[src/rtl/uninasoc_irq_ctrl.sv]
// AXI4-Lite interrupt controller: edge-detects NUM_IRQ sources, tracks pending/enable/in-service
// state and raises a single registered request; software claims (lowest index first) and completes.
module uninasoc_irq_ctrl #(
  parameter int NUM_IRQ    = 3,
  parameter int ADDR_WIDTH = 32
) (
  input  logic                  clock_i,
  input  logic                  reset_i,
  input  logic [NUM_IRQ-1:0]    irq_src_i,
  output logic                  irq_o,
  input  logic [ADDR_WIDTH-1:0] s_axi_awaddr,
  input  logic                  s_axi_awvalid,
  output logic                  s_axi_awready,
  input  logic [31:0]           s_axi_wdata,
  input  logic [3:0]            s_axi_wstrb,
  input  logic                  s_axi_wvalid,
  output logic                  s_axi_wready,
  output logic [1:0]            s_axi_bresp,
  output logic                  s_axi_bvalid,
  input  logic                  s_axi_bready,
  input  logic [ADDR_WIDTH-1:0] s_axi_araddr,
  input  logic                  s_axi_arvalid,
  output logic                  s_axi_arready,
  output logic [31:0]           s_axi_rdata,
  output logic [1:0]            s_axi_rresp,
  output logic                  s_axi_rvalid,
  input  logic                  s_axi_rready
);

  localparam logic W_IDLE = 1'b0;
  localparam logic W_RESP = 1'b1;
  localparam logic R_IDLE = 1'b0;
  localparam logic R_DATA = 1'b1;

  localparam logic [9:0] REG_PENDING = 10'h000;
  localparam logic [9:0] REG_ENABLE  = 10'h001;
  localparam logic [9:0] REG_CLAIM   = 10'h002;

  logic [NUM_IRQ-1:0] prev_q, pending_q, enable_q, in_service_q;
  logic [NUM_IRQ-1:0] eligible, rising, claim_mask, complete_mask;
  logic               w_state_q, r_state_q;
  logic               wr_fire, rd_fire;
  logic [9:0]         waddr, raddr;
  logic [4:0]         claim_id;
  logic [31:0]        rdata_q, rdata_next;
  logic [1:0]         rresp_q, rresp_next, bresp_q, bresp_next;
  logic               irq_q;
  logic               unused_bits;

  assign unused_bits = ^{s_axi_awaddr, s_axi_araddr, s_axi_wdata, s_axi_wstrb};

  assign waddr    = s_axi_awaddr[11:2];
  assign raddr    = s_axi_araddr[11:2];
  assign eligible = pending_q & enable_q & ~in_service_q;
  assign rising   = irq_src_i & ~prev_q;

  // Ready signals are held low while reset is asserted so nothing is accepted during reset.
  assign wr_fire       = (w_state_q == W_IDLE) & s_axi_awvalid & s_axi_wvalid & ~reset_i;
  assign s_axi_awready = wr_fire;
  assign s_axi_wready  = wr_fire;
  assign s_axi_bvalid  = (w_state_q == W_RESP);
  assign s_axi_bresp   = bresp_q;

  assign s_axi_arready = (r_state_q == R_IDLE) & ~reset_i;
  assign rd_fire       = s_axi_arready & s_axi_arvalid;
  assign s_axi_rvalid  = (r_state_q == R_DATA);
  assign s_axi_rdata   = rdata_q;
  assign s_axi_rresp   = rresp_q;

  assign irq_o = irq_q;

  always_comb begin
    claim_id = '0;
    for (int i = NUM_IRQ - 1; i >= 0; i--) begin
      if (eligible[i]) claim_id = 5'(i + 1);
    end
  end

  always_comb begin
    rdata_next = '0;
    rresp_next = 2'b00;
    case (raddr)
      REG_PENDING: rdata_next = 32'(pending_q);
      REG_ENABLE:  rdata_next = 32'(enable_q);
      REG_CLAIM:   rdata_next = 32'(claim_id);
      default:     rresp_next = 2'b10;
    endcase
  end

  always_comb begin
    bresp_next = 2'b00;
    if (waddr != REG_PENDING && waddr != REG_ENABLE && waddr != REG_CLAIM) bresp_next = 2'b10;
  end

  // Per-source state; OR-ing the set term last makes a new edge beat a claim clear,
  // and a claim beat a same-cycle completion.
  for (genvar gi = 0; gi < NUM_IRQ; gi++) begin : g_src
    assign claim_mask[gi]    = rd_fire && (raddr == REG_CLAIM) && (claim_id == 5'(gi + 1));
    assign complete_mask[gi] = wr_fire && (waddr == REG_CLAIM) && (s_axi_wdata[4:0] == 5'(gi + 1));

    always_ff @(posedge clock_i) begin
      if (reset_i) begin
        pending_q[gi]    <= 1'b0;
        in_service_q[gi] <= 1'b0;
      end else begin
        pending_q[gi]    <= (pending_q[gi] & ~claim_mask[gi]) | rising[gi];
        in_service_q[gi] <= (in_service_q[gi] & ~complete_mask[gi]) | claim_mask[gi];
      end
    end
  end

  always_ff @(posedge clock_i) begin
    if (reset_i) begin
      prev_q    <= '0;
      enable_q  <= '0;
      irq_q     <= 1'b0;
      w_state_q <= W_IDLE;
      bresp_q   <= 2'b00;
      r_state_q <= R_IDLE;
      rdata_q   <= '0;
      rresp_q   <= 2'b00;
    end else begin
      prev_q <= irq_src_i;
      irq_q  <= |eligible;

      if (w_state_q == W_IDLE) begin
        if (wr_fire) begin
          bresp_q   <= bresp_next;
          w_state_q <= W_RESP;
          if (waddr == REG_ENABLE && s_axi_wstrb[0]) enable_q <= s_axi_wdata[NUM_IRQ-1:0];
        end
      end else if (s_axi_bready) begin
        w_state_q <= W_IDLE;
      end

      if (r_state_q == R_IDLE) begin
        if (rd_fire) begin
          rdata_q   <= rdata_next;
          rresp_q   <= rresp_next;
          r_state_q <= R_DATA;
        end
      end else if (s_axi_rready) begin
        r_state_q <= R_IDLE;
      end
    end
  end

endmodule

[config.mk]
export PLATFORM = sky130hd
export DESIGN_NAME = uninasoc_irq_ctrl
export DESIGN_NICKNAME = d
export VERILOG_FILES = /design/src/rtl/uninasoc_irq_ctrl.sv
export SDC_FILE = /design/constraint.sdc
export NUM_CORES = 1
export LEC_CHECK = 0
export BUFFER_PORTS_ARGS = -buffer_cell sky130_fd_sc_hd__buf_4
export CAP_MARGIN = 25
export CELL_PAD_IN_SITES_DETAIL_PLACEMENT = 1
export CELL_PAD_IN_SITES_GLOBAL_PLACEMENT = 1
export CORE_MARGIN = 5
export CORE_UTILIZATION = 18
export DETAILED_ROUTE_END_ITERATION = 8
export HOLD_SLACK_MARGIN = 0.06
export PLACE_DENSITY_LB_ADDON = 0.1
export SLEW_MARGIN = 30
export SYNTH_ARGS = -nofsm -noshare
export SYNTH_HDL_FRONTEND = slang
export SYNTH_SLANG_ARGS = --single-unit
[constraint.sdc]
create_clock -name clock_i -period 1.6 [get_ports clock_i]
set_input_delay 0 -clock clock_i [delete_from_list [all_inputs] [get_ports clock_i]]
set_output_delay 0 -clock clock_i [all_outputs]
set_load 0.1 [all_outputs]
==> qor.yml, run 1 <==
globalRouteMet1Util: 0.0892
ys_ff_latch: 20
maxCapViolations: 0
worstSetupPathType: "register to register"
synth-simple-area-share: 0.237
start_util: 0.186
yosysMostFrequentCell: "buf_4"
htree_num_levels: 1
finalWorstSetupSlack_ns: -0.0378
synth_xor_area_frac: 0
leakagePower_nw: 0.880
row_count: 29
violations: "setup timing"
worstSetupEndpointType: "register"
cts_setup_buffers: 0
synth_top_family_by_area: "buffers and inverters"
pwr_density_cell_nw_per_um2: 811
slowest_stage: "or3b_4"
ys_types: 33
synth_top_flop_cell: "dfxtp_1"
synth-edff-count: 0
ys_async_sr_fraction: 0
grt_max_degree: 14
core-area_um2: 6420
antenna_found_initial: 0
holdPathStages: 2
die_h_um: 91.5
clk_latency_ns: 0.25
worstPathRequired_ns: 1.75
finalCritPeriodShare: 1.02
wl_um: 3410
diodes: 0
grt_overflow: 0
yosysTopAreaCell: "dfxtp_1"
synth_cells: 134
ff2ff_path_depth: 4
postSynthAreaPerCell_um2: 8.93
met2_usage: 0.153
crit_path_cell_trace: "or3b_4 > nand4b_4 > or3b_4 > a32o_1"
dp_slack_ns: -0.0501
arrival_ns: 1.79
wl_per_cell_um: 12.3
grt_pass1_wl_um: 5590
drive_gt1_frac: 0.375
yosys.area_share.adder: 0
synthMuxAreaShare: 0.0502
finalNetCount: 311
cts_root_buffer: "clkbuf_8"
path_clk_slew_ns: 0.07
yosysSeqAreaShare: 0.335
finalCriticalPeriod_ns: 1.64
critPathLaunchType: "register"
portBuffers: 46
cts_tree: "done"
die_area_um2: 8380
stdcell_count: 277
vias_per_cell: 3.96
worstHoldPathType: "primary input to register"
hold_viol_final: 0
ant_nets: 0
cts_buffer_depth: 2
outcome: "complete, but fails checks"
track_usage: 0.0812
vias: 1097
die_w_um: 91.5
first_global_vias: 1224
drt_iter0_markers: 25
top_level_ports: 152
path_common_cell: "or3b_4"
yosys-top-cells-area: "dfxtp_1, buf_4, mux2i_1, a21oi_1, nand2b_1"
min_to: "prev_q[0]$_SDFF_PP0_"
place.detailed.hpwl_um: 2840
regToRegSetupSlack_ns: -0.04
synth_common_cells: "buf_4, dfxtp_1, a21oi_1"
fmax_mhz: 611
use_met3: 0.0256
clock-sinks: 20
setup_viol: 1
drc: 0
areaGrowthSynthToFinish_pct: 51.8
reg2reg_to: "pending_q[1]$_SDFF_PP0_"
gr-max-usage-layer: "met2"
rsz0062_at_grt: "true"
yosys_warnings: 0
path_buf_inv: 0
syn_area_um2: 1200
max_stage_delay_ns: 0.41
drv_slew: 0
timing.rr.start: "s_axi_rvalid$_SDFF_PP0_"
cts_made_buffers: 3
netlist.area_leader.share: 0.335
crit_fanout: 3
cpLargestDelayFamily: "simple AND/OR/NAND/NOR gates"
fin_util: 0.283
placedCellCount: 260
synth_compound_area_frac: 0.129
design_area_um2: 1820
placed_area_um2: 1590
skew_ns: 0.00360
gp_congestion: 0.735
min-delay-start: "reset_i"
max-vdd-ir-drop_mv: 0.294
first_pass_iters: 4
## through the flow
stage | hold slack [ns] | TNS (ns) | total power (W)
floorplan | 0.125 | -0.978 | 0.00106
global placement | 0.220 | -0.0420 | 0.00111
detailed placement | 0.222 | -0.0857 | 0.00112
CTS | 0.0761 | -0.152 | 0.00149
global route | 0.0973 | -0.164 | 0.00155
finish | 0.0943 | -0.0378 | 0.00147
## registers in the layout, summed over array words and instances, names as in the netlist
signal,count
pending_q,3
irq_o,1
s_axi_rvalid,1
in_service_q,3
s_axi_bresp,1
s_axi_rdata,3
enable_q,3
s_axi_bvalid,1
s_axi_rresp,1
prev_q,3
## cell usage in the layout (no fill, tap or decap), drive strengths merged, types with 2 or more instances in the layout
cell         count
nand2            6
mux2i            6
nand3b           3
a21oi           11
buf             56
dlygate4sd3     13
a31oi            2
clkbuf           4
conb            31
nand3            3
or4              2
dfxtp           20
and2b            3
nand2b           5
or3b             2
a32o             2
nor2             6
inv              5
nor4bb           2
nor4             5
o41ai            3
## routing by layer
metal  vias up  share of wire
li1        539              -
met1       514           0.40
met2        42           0.52
met3         2          0.076
met4         0         0.0056
met5         -              0
## cells by family after synthesis
| logic type | after synthesis |
|---|---|
| flip-flops | 20 |
| AND/OR/NAND/NOR | 42 |
| AO/OA/AOI/OAI | 23 |
| multiplexers | 6 |
| other | 1 |
| buffers and inverters | 42 |
## worst max path at each step
stage                            start                      end  cells past startpoint
2_1_floorplan  s_axi_rvalid$_SDFF_PP0_  pending_q[1]$_SDFF_PP0_                      5
6_report       s_axi_rvalid$_SDFF_PP0_  pending_q[1]$_SDFF_PP0_                      4
3_5_place_dp   s_axi_rvalid$_SDFF_PP0_  pending_q[1]$_SDFF_PP0_                      4
4_1_cts        s_axi_rvalid$_SDFF_PP0_  pending_q[1]$_SDFF_PP0_                      4
5_1_grt        s_axi_rvalid$_SDFF_PP0_  pending_q[1]$_SDFF_PP0_                      4
3_3_place_gp   s_axi_rvalid$_SDFF_PP0_  pending_q[1]$_SDFF_PP0_                      4
## area by class of cell
type / instances / area [um^2]
sequential: 20 / 408
fill: 770 / 4610
clock buffer: 4 / 45.0
inverter: 5 / 18.8
timing repair buffer: 69 / 551
multi-input combinational: 102 / 697
tap: 77 / 96.3
## where the power goes
part	switching, W	leakage [nW]	internal (W)
Clock	0.000159	0.0228	0.000177
Combinational	0.000476	0.692	0.000132
Sequential	0.0000117	0.165	0.000516
Total	0.000647	0.880	0.000824
## what timing repair did
item,CTS,global route
cloned,0,0
gates resized for setup,2,7
endpoints found under the setup margin,6,9
hold buffers,13,0
pin swaps,0,3
hold endpoints to repair,13,0
No activity file was read; power rests on OpenSTA's default activity.
==> inputs of run 2 (changes only) <==
- ABC_AREA: default -> 1
==> qor.yml, run 2 <==
die_area_um2: 9190
cts_resized: 0
fin_util: 0.259
drive_gt1_frac: 0.247
maxCapViolations: 0
wl_um: 3790
tns_ns: 0
leakagePower_nw: 0.905
timing.rr.start: "s_axi_rvalid$_SDFF_PP0_"
worstPathRequired_ns: 1.75
cts_setup_buffers: 0
pwr_density_cell_nw_per_um2: 887
clock-sinks: 20
synth_top_flop_cell: "dfxtp_1"
cts_hold_buffers: 13
finalPower_w: 0.00166
track_usage: 0.0833
cts_buffer_depth: 2
clock_power_share: 0.311
portBuffers: 46
die_w_um: 95.9
arrival_ns: 1.60
place.detailed.hpwl_um: 3160
netlist.area_leader.share: 0.302
dp_slack_ns: 0.304
ys_ff_latch: 20
min-delay-start: "s_axi_arvalid"
ys_types: 23
start_util: 0.184
yosysMostFrequentCell: "nand2_1"
die_h_um: 95.9
skew_ns: 0.00385
postSynthAreaPerCell_um2: 6.77
yosys_warnings: 0
clk_latency_ns: 0.26
critPathLaunchType: "register"
p_switching_w: 0.000689
synth_common_cells: "nand2_1, buf_4, inv_1"
synth-edff-count: 0
cts_root_buffer: "clkbuf_8"
ys_async_sr_fraction: 0
finalWorstSetupSlack_ns: 0.151
areaGrowthSynthToFinish_pct: 40.5
sequentialPowerShare: 0.321
top_level_ports: 152
first_pass_iters: 4
drv_slew: 0
rsz0062_at_grt: "false"
max-vdd-ir-drop_mv: 0.342
finalCritPeriodShare: 0.906
drt_iter0_markers: 35
regToRegSetupSlack_ns: 0.15
htree_num_levels: 1
first_global_vias: 1263
core-area_um2: 7210
met2_usage: 0.146
grt_pass1_wl_um: 5960
cts_tree: "done"
vias_per_cell: 3.63
finalCriticalPeriod_ns: 1.45
drc: 0
path_clk_slew_ns: 0.08
grt_overflow: 0
worstHoldPathType: "primary input to register"
crit_fanout: 7
fmax_mhz: 690
wl_per_cell_um: 10.7
row_count: 31
worstSetupEndpointType: "register"
globalRouteMet1Util: 0.103
synth_cells: 196
cts_made_buffers: 3
whs_ns: 0.0905
grt_max_degree: 13
final_common_cell: "buf_4"
gr-max-usage-layer: "met2"
hold_viol_final: 0
yosys-top-cells-area: "dfxtp_1, buf_4, nand2_1, inv_1, nor2_1"
use_met3: 0.0242
power_frac_comb: 0.368
ant_nets: 0
setup_viol: 0
gp_congestion: 0.691
worstSetupPathType: "register to register"
diodes: 0
final_cell_mix: "buf_4, nand2_1, conb_1"
sw_frac_of_total: 0.416
syn_area_um2: 1330
intPower_w: 0.000966
antenna_found_initial: 0
vias: 1285
setup.worst_path.start: "s_axi_rvalid$_SDFF_PP0_"
finalNetCount: 366
outcome: "completed"
yosysSeqAreaShare: 0.302
yosysTopAreaCell: "dfxtp_1"
==> run 2: worst paths after layout <==
check,endpoint,cells after the start
setup / recovery,s_axi_rresp[1]$_SDFFE_PP0P_,5
hold / removal,s_axi_rdata[2]$_SDFFE_PP0P_,4
setup reg to reg,s_axi_rresp[1]$_SDFFE_PP0P_,5
hold reg to reg,pending_q[1]$_SDFF_PP0_,1
==> run 2: area by class of cell <==
type / instances / area (um^2)
clock buffer: 3 / 41.3
clock inverter: 1 / 30.0
fill: 933 / 5350
inverter: 27 / 106
multi-input combinational: 145 / 681
sequential: 20 / 408
tap: 99 / 124
timing repair buffer: 59 / 475
==> run 2: worst max-delay path, cell delays in order, from the launching register on <==
cell	delay [ns]
dfxtp_4	0.36
nor2_4	0.13
nand2_4	0.11
a21oi_1	0.12
dlygate4sd3_1	0.56
a21oi_1	0.06
==> run 2: cell families (layout without fill, tap and decap cells) <==
logic type | count (synthesis) | after routing | share of synthesized area
other | 1 | 31 | 0.00282
and+or+nand+nor | 96 | 96 | 0.355
AOI/OAI and AO/OA | 18 | 18 | 0.0697
buffers and inverters | 61 | 90 | 0.270
DFF | 20 | 20 | 0.302
==> run 2: layer usage <==
layer | vias up | wire (um)
met5 | - | 0
met4 | 0 | 8
met3 | 2 | 304
met2 | 40 | 1910
met1 | 573 | 1570
li1 | 670 | -
==> run 2: metrics by stage <==
step	cell area [um^2]	instances
after global placement	1660	337
after floorplan	1450	226
after CTS	1870	354
after global routing	1870	354
final	1870	354
after detailed placement	1660	337
==> run 2: power by group through the flow <==
stage / clock [W] / sequential, W / combinational [W]
2_1_floorplan: 0 / 0.000601 / 0.000473
3_3_place_gp: 0 / 0.000544 / 0.000583
3_5_place_dp: 0 / 0.000543 / 0.000585
4_1_cts: 0.000548 / 0.000531 / 0.000611
5_1_grt: 0.000560 / 0.000533 / 0.000641
6_report: 0.000515 / 0.000531 / 0.000609
